[src/rtl/up_down_dir_decoder.sv]
// Receive side of the up/down counter link: rebuilds the per-step direction
// command from successive count samples and flags steps that no legal command explains.
module up_down_dir_decoder #(
  parameter int ERR_W = 8
) (
  input  logic             clk,
  input  logic             reset,
  input  logic [3:0]       count_in,
  input  logic             in_valid,
  input  logic             resync,
  input  logic             err_clr,
  output logic [1:0]       dir,
  output logic             dir_valid,
  output logic             jump_err,
  output logic [3:0]       run_len,
  output logic [ERR_W-1:0] err_cnt
);

  typedef enum logic {
    EMPTY = 1'b0,
    TRACK = 1'b1
  } state_e;

  typedef enum logic [1:0] {
    CODE_HOLD = 2'b00,
    CODE_UP   = 2'b01,
    CODE_DOWN = 2'b10,
    CODE_JUMP = 2'b11
  } code_e;

  localparam logic [ERR_W-1:0] ERR_MAX = '1;
  localparam logic [3:0]       RUN_MAX = 4'd15;

  state_e     state;
  logic [3:0] prev;
  logic [3:0] delta;
  code_e      code;
  logic       decode_en;
  logic       is_jump;
  logic [3:0] next_run_len;

  // A sample is decoded only while a reference is held; resync discards it.
  assign decode_en = in_valid && !resync && (state == TRACK);
  assign delta     = count_in - prev;  // 4-bit subtraction gives the mod-16 step
  assign is_jump   = decode_en && (code == CODE_JUMP);

  // NOTE: every variable driven here gets a default first, so no path can infer a latch.
  always_comb begin
    code         = CODE_JUMP;
    next_run_len = 4'd0;
    unique case (delta)
      4'd0:    code = CODE_HOLD;
      4'd1:    code = CODE_UP;
      4'd15:   code = CODE_DOWN;
      default: code = CODE_JUMP;
    endcase
    // run_len==0 marks "no legal code since reset/jump/resync", so dir is
    // only a valid comparison reference when run_len is non-zero.
    if (code == CODE_JUMP) begin
      next_run_len = 4'd0;
    end else if (run_len != 4'd0 && code_e'(dir) == code) begin
      next_run_len = (run_len == RUN_MAX) ? RUN_MAX : run_len + 4'd1;
    end else begin
      next_run_len = 4'd1;
    end
  end

  // NOTE: sequential state uses non-blocking assignments only, so every register
  // samples the pre-edge values regardless of statement order.
  always_ff @(posedge clk) begin
    if (reset) begin
      state     <= EMPTY;
      prev      <= 4'd0;
      dir       <= CODE_HOLD;
      dir_valid <= 1'b0;
      jump_err  <= 1'b0;
      run_len   <= 4'd0;
      err_cnt   <= '0;
    end else begin
      dir_valid <= 1'b0;
      jump_err  <= 1'b0;

      if (err_clr) begin
        err_cnt <= '0;
      end else if (is_jump && err_cnt != ERR_MAX) begin
        err_cnt <= err_cnt + 1'b1;
      end

      if (resync) begin
        state   <= EMPTY;
        run_len <= 4'd0;
      end else if (in_valid) begin
        prev <= count_in;
        if (state == EMPTY) begin
          state <= TRACK;
        end else begin
          dir       <= code;
          dir_valid <= 1'b1;
          jump_err  <= (code == CODE_JUMP);
          run_len   <= next_run_len;
        end
      end
    end
  end

endmodule

[config.mk]
export PLATFORM = sky130hd
export DESIGN_NAME = up_down_dir_decoder
export DESIGN_NICKNAME = d
export VERILOG_FILES = /design/src/rtl/up_down_dir_decoder.sv
export SDC_FILE = /design/constraint.sdc
export NUM_CORES = 1
export LEC_CHECK = 0
export CAP_MARGIN = 10
export CORE_MARGIN = 5
export CORE_UTILIZATION = 43
export DETAILED_ROUTE_END_ITERATION = 10
export PLACE_DENSITY_LB_ADDON = 0.3
export SYNTH_ARGS = -nofsm -noshare
export SYNTH_HDL_FRONTEND = slang
export SYNTH_SLANG_ARGS = --single-unit
[constraint.sdc]
create_clock -name clk -period 5.52 [get_ports clk]
set_input_delay 1.104 -clock clk [delete_from_list [all_inputs] [get_ports clk]]
set_output_delay 1.104 -clock clk [all_outputs]
set_load 0.03 [all_outputs]
==> results of run 1 <==
[layer usage]
metal  GRT usage, %  up-vias  wire, microns
met2          22.11       14           1261
met3          2.452        5             76
met4          6.753        0             50
li1               -      535              -
met5              0        -              0
met1          17.29      497           1219
[placed cells by master, fill, tap and decap left out, types with 2 or more instances in the layout]
| cell | instances |
|---|---|
| o21ai_1 | 2 |
| nor2_1 | 19 |
| nand3_1 | 9 |
| dfxtp_1 | 21 |
| a31oi_1 | 2 |
| a21oi_2 | 2 |
| ha_1 | 6 |
| xnor2_1 | 5 |
| a211oi_1 | 4 |
| a21oi_1 | 7 |
| o21ai_0 | 3 |
| nand3b_1 | 2 |
| o21a_1 | 2 |
| nor4b_2 | 2 |
| nor3_1 | 2 |
| and3_1 | 2 |
| clkbuf_4 | 3 |
| mux2i_1 | 4 |
| nand2_1 | 5 |
| xor2_1 | 2 |
| clkdlybuf4s50_1 | 24 |
| inv_1 | 10 |
[power by group]
part / total [mW] / switching (mW) / internal [mW]
Combinational: 0.0474 / 0.0279 / 0.0194
Clock: 0.0773 / 0.0502 / 0.0271
Sequential: 0.156 / 0.00195 / 0.154
Total: 0.281 / 0.0800 / 0.201
[logic make-up after synthesis]
logic type / Yosys count
AOI/OAI and AO/OA: 28
xor gates and xnor gates: 8
adders and majority gates: 7
buffers and inverters: 13
DFF: 21
muxes: 4
and+or+nand+nor: 56
[registers in the layout, indices dropped and copies added, names as in the netlist]
signal     count
jump_err       1
run_len        4
prev           4
dir            2
dir_valid      1
err_cnt        8
state          1
[critical path: cells and delay by family]
family	cells	cell delay, ns
adders and majority gates	2	0.56
AOI/OAI and AO/OA	2	0.29
buffers and inverters	3	0.55
xor gates and xnor gates	1	0.23
and+or+nand+nor	3	0.85
[worst min path at each step]
stage	cells past startpoint	end	startpoint
CTS	1	err_cnt[6]	err_cnt[6]
floorplan	2	prev[0]	prev[0]
global placement	1	err_cnt[6]	err_cnt[6]
global route	1	err_cnt[6]	err_cnt[6]
finish	2	err_cnt[1]	err_cnt[1]
detailed placement	1	err_cnt[6]	err_cnt[6]
[area by class of cell]
| type | count | area [sq um] | share of cell area (%) |
|---|---|---|---|
| sequential | 21 | 420.4 | 27.43 |
| timing repair buffer | 24 | 240.2 | 15.67 |
| multi-input combinational | 103 | 768.2 | 50.12 |
| clock inverter | 1 | 5.005 | 0.3265 |
| tap | 31 | 38.79 | 2.531 |
| clock buffer | 3 | 22.52 | 1.469 |
| inverter | 10 | 37.54 | 2.449 |
==> flow_metrics.tcl, run 1 <==
set metrics [dict create \
    reg2reg_to "run_len[2]" \
    drc_errors 0 \
    htree_levels 1 \
    synth.area.mux_share_pct 3.194 \
    r2r-start "prev[0]" \
    via_per_inst 5.446 \
    grt.total_usage_pct 13.65 \
    synth_xor_xnor_area_share_pct 6.188 \
    ios 25 \
    cts.sinks 21 \
    synthesis.area_sq_um 1254 \
    ys_seq_area_share_pct 33.53 \
    max_cap_violations 0 \
    drive_gt1_share_pct 11.73 \
    power_density_nw_per_um2 183.0 \
    synth_commonest_cells "dfxtp_1, nor2_1, inv_1, nand3_1, a21oi_1" \
    layout_worst_path_cycle_share_pct 60.66 \
    rsz0062_at_grt "false" \
    synth.avg_cell_area_sq_um 9.151 \
    crit_path_start_kind "primary input" \
    dr.first_iter.drc_count 68 \
    crit_slowest_cell "or4_4" \
    port_buffers 24 \
    die_h_microns 64.00 \
    power_mw 0.2806 \
    finClkSkew_ns 0.007890 \
    slew_violations 0 \
    startpoint "count_in[0]" \
    synth_edf_count 0 \
    die_area_sq_um 4095 \
    diodes 0 \
    critPathMaxStageDelay_ns 0.50 \
    core_sq_um 2781 \
    timing.final.ws_setup_ns 2.171 \
    cp_max_fo 3 \
    row_count 19 \
    vias 1051 \
    syn_inst 137 \
    cts_tree "done" \
    post-dp-hpwl_microns 1997 \
    p_leak_nw 0.5198 \
    end_kind "register" \
    cts_buffers 3 \
    finish.net_count 179 \
    start_util_pct 45.07 \
    ant_nets 0 \
    hold_path.class "reg -> reg" \
    r2r_slack_ns 3.09 \
    finalHoldWorstSlack_ns 0.5131 \
    clock.fmax_mhz 298.6 \
    crit_chain "clkdlybuf4s50_1, inv_1, ha_1, inv_1, fa_1, xor2_2, nand3b_2, or4_4, a21boi_2, a21oi_2, nor4_2" \
    yosys.area_share.simple_pct 29.34 \
    cts_root_buf "clkbuf_4" \
    utilization_pct 55.11 \
    dr.pass1.iters 4 \
    fin_crit_ns 3.349 \
    clkTransAtPathRegs_ns 0.13 \
    synth_ff_type "dfxtp_1" \
    gp_congestion 0.8516 \
    yosysTopAreaCell "dfxtp_1" \
    synth_top_area_share_pct 33.53 \
    path_class "in -> reg" \
    setup_violations 0 \
    synth_fa_ha_area_share_pct 7.585 \
    grt_max_degree 14 \
    ff2ff_path_depth 9 \
    ys_async_sr_fraction_pct 0 \
    wl_microns 2607 \
    syn-num-nets 153 \
    synth_top_family_by_area "simple AND/OR/NAND/NOR gates" \
    crit_path_end "run_len[2]" \
    cts_resized 0 \
    wl_per_cell_microns 13.51 \
    cts_max_path_buffers 2 \
    pre_cts_ws_ns 1.831 \
    hold_viol 0 \
    synth_seq_cells 21 \
    synth_cell_types 45 \
    dp.cells 189 \
    grt_pass1_wl_microns 4643 \
    hold_buffers 0 \
    final_cell_area_sq_um 1533 \
    tns_ns 0 \
    crit_arrival_ns 3.58 \
    antenna_found_initial 0 \
    syn_to_final_growth_pct 22.26 \
    clock_latency_ns 0.31 \
    worst_pin_slew_ns 0.5279 \
    grt_pass1_vias 1052 \
    synthTopCellsByArea "dfxtp_1, ha_1, nor2_1" \
    grt-ovfl-total 0 \
    die_width_microns 64.00 \
    nFillCells 261 \
    peakVddDrop_v 0.0001807 \
    required_ns 5.75 \
    placed_area_sq_um 1505 \
    finalNonFillerCells 193 \
    ys_warn_count 0 \
    yosysMostFrequentCell "dfxtp_1" \
    timing.critical_path.mode_cell "inv_1" \
    timing.slew.headroom_pct 64.70 \
    postCtsSetupBuffers 0 \
    outcome "finished clean" \
    synth_compound_area_share_pct 14.97 \
]
No activity file was read; power rests on OpenSTA's default activity.
==> run 2, diff against run 1 <==
==> constraint.sdc (replaced) <==
create_clock -name clk -period 2.95 [get_ports clk]
set_input_delay 0.59 -clock clk [delete_from_list [all_inputs] [get_ports clk]]
set_output_delay 0.59 -clock clk [all_outputs]
set_load 0.03 [all_outputs]
==> run 2 against run 1 <==
  * Clock skew increased by 0.00092 ns
  * Combinational power increased by 110%
  * Die area unchanged
  * Non-clock buffer count increased by 7
  * Final area increased by 3.4%
  * Critical path depth unchanged
==> flow_metrics.tcl, run 2 (synthesis gave the netlist of run 1 again) <==
set metrics [dict create \
    hold_viol 0 \
    largest_register "err_cnt" \
    largest_register_ffs 8 \
    layout_common_cells "clkdlybuf4s50_1, dfxtp_1, nor2_1, inv_1, nand3_1" \
    setup_violations 0 \
    max_cap_violations 0 \
    grt_pass1_wl_microns 4740 \
    dr.first_iter.drc_count 44 \
    cts_root_buf "clkbuf_4" \
    p_leak_nw 0.5565 \
    finalHoldWorstSlack_ns 0.5029 \
    dp.cells 196 \
    start_util_pct 45.07 \
    nFillCells 248 \
    timing.final.ws_setup_ns 0.1701 \
    worst_pin_slew_ns 0.4249 \
    hold_buffers 0 \
    reg.largest.list "err_cnt x8, prev x4, run_len x4" \
    final_common_cell "clkdlybuf4s50_1" \
    wl_microns 2617 \
    ios 25 \
    vias 1060 \
    clock_latency_ns 0.30 \
    finish.net_count 186 \
    finClkSkew_ns 0.008811 \
    timing.slew.headroom_pct 71.37 \
    crit_path_start_kind "primary input" \
    cp_max_fo 3 \
    fin_crit_ns 2.780 \
    gp_congestion 0.8461 \
    drc_errors 0 \
    grt-ovfl-total 0 \
    crit_arrival_ns 3.00 \
    crit_chain "clkdlybuf4s50_1, inv_1, ha_1, inv_1, fa_1, xor2_2, nand3b_2, or4_4, a21boi_2, a21oi_2, nor4_2" \
    via_per_inst 5.300 \
    diodes 0 \
    required_ns 3.17 \
    wl_per_cell_microns 13.09 \
    outcome "finished clean" \
    htree_levels 1 \
    rsz0062_at_grt "false" \
    slew_violations 0 \
    path_class "in -> reg" \
    ant_nets 0 \
    layout_worst_path_cycle_share_pct 94.23 \
    finalNonFillerCells 200 \
    cts_tree "done" \
    cts_buffers 3 \
    grt_pass1_vias 1084 \
    die_area_sq_um 4095 \
    hold_path.class "reg -> reg" \
    clkTransAtPathRegs_ns 0.12 \
    end_kind "register" \
    pre_cts_ws_ns -0.1858 \
    crit_slowest_cell "or4_4" \
    power_density_nw_per_um2 330.8 \
    syn_to_final_growth_pct 26.45 \
    grt.total_usage_pct 14.13 \
    core_sq_um 2781 \
    postCtsSetupBuffers 0 \
    dr.pass1.iters 6 \
    cts.sinks 21 \
    power_mw 0.5244 \
    grt_max_degree 14 \
    post-dp-hpwl_microns 2043 \
    port_buffers 24 \
    critPathMaxStageDelay_ns 0.51 \
    antenna_found_initial 0 \
    clock.fmax_mhz 359.7 \
    cts_resized 0 \
    die_h_microns 64.00 \
    die_width_microns 64.00 \
    peakVddDrop_v 0.0003300 \
    drive_gt1_share_pct 15.38 \
    row_count 19 \
    timing.critical_path.mode_cell "inv_1" \
    cts_max_path_buffers 2 \
]
run 2: cell types whose count changed in the layout (fill, tap and decap cells not counted):
cell,previous run,this run
buf_4,0,7
run 2: worst paths after layout:
kind / startpoint / end / slack [ns] / cells after the start
setup reg to reg: prev[0] / run_len[2] / 0.58 / 9
hold reg to reg: err_cnt[6] / err_cnt[6] / 0.50 / 1
setup / recovery: count_in[0] / run_len[2] / 0.17 / 11
hold / removal: err_cnt[6] / err_cnt[6] / 0.50 / 1
run 2: layer usage:
layer	up-vias	GRT usage, %	part of all wire, %	wire length (microns)
li1	549	-	-	-
met1	490	17.22	47	1219
met2	17	23.24	49	1274
met3	4	3.152	3.4	90
met4	0	7.013	1.2	32
met5	-	0	0	0
run 2: metrics by stage:
step / TNS (ns) / instance area (sq um) / util [%]
after floorplan: 0 / 1254 / -
after global placement: -0.2458 / 1558 / 56.01
after detailed placement: -0.6397 / 1558 / 56.01
after CTS: 0 / 1585 / 57.00
after global routing: 0 / 1585 / 57.00
final: 0 / 1585 / 57.00
run 2: final cells by class:
class                           count  area, sq um  share of cell area, %
Inverter                           10        37.54                  2.368
Sequential cell                    21        420.4                  26.52
Timing Repair Buffer               31        292.8                  18.47
Clock inverter                      1        5.005                 0.3157
Multi-Input combinational cell    103        768.2                  48.46
Tap cell                           31        38.79                  2.447
Clock buffer                        3        22.52                  1.421
run 2: worst max-delay path, delay by kind of cell:
| family | cells | cell delay (ns) |
|---|---|---|
| buffers and inverters | 3 | 0.53 |
| adder cells (fa/ha/maj) | 2 | 0.55 |
| XOR/XNOR | 1 | 0.20 |
| AO/OA/AOI/OAI | 2 | 0.28 |
| AND/OR/NAND/NOR | 3 | 0.85 |
run 2: where the power goes:
group | internal (mW) | total, mW | leakage, nW | switching (mW)
logic | 0.0444 | 0.0988 | 0.369 | 0.0543
registers | 0.288 | 0.292 | 0.170 | 0.00372
clock network | 0.0505 | 0.134 | 0.0177 | 0.0834
total | 0.383 | 0.524 | 0.556 | 0.141
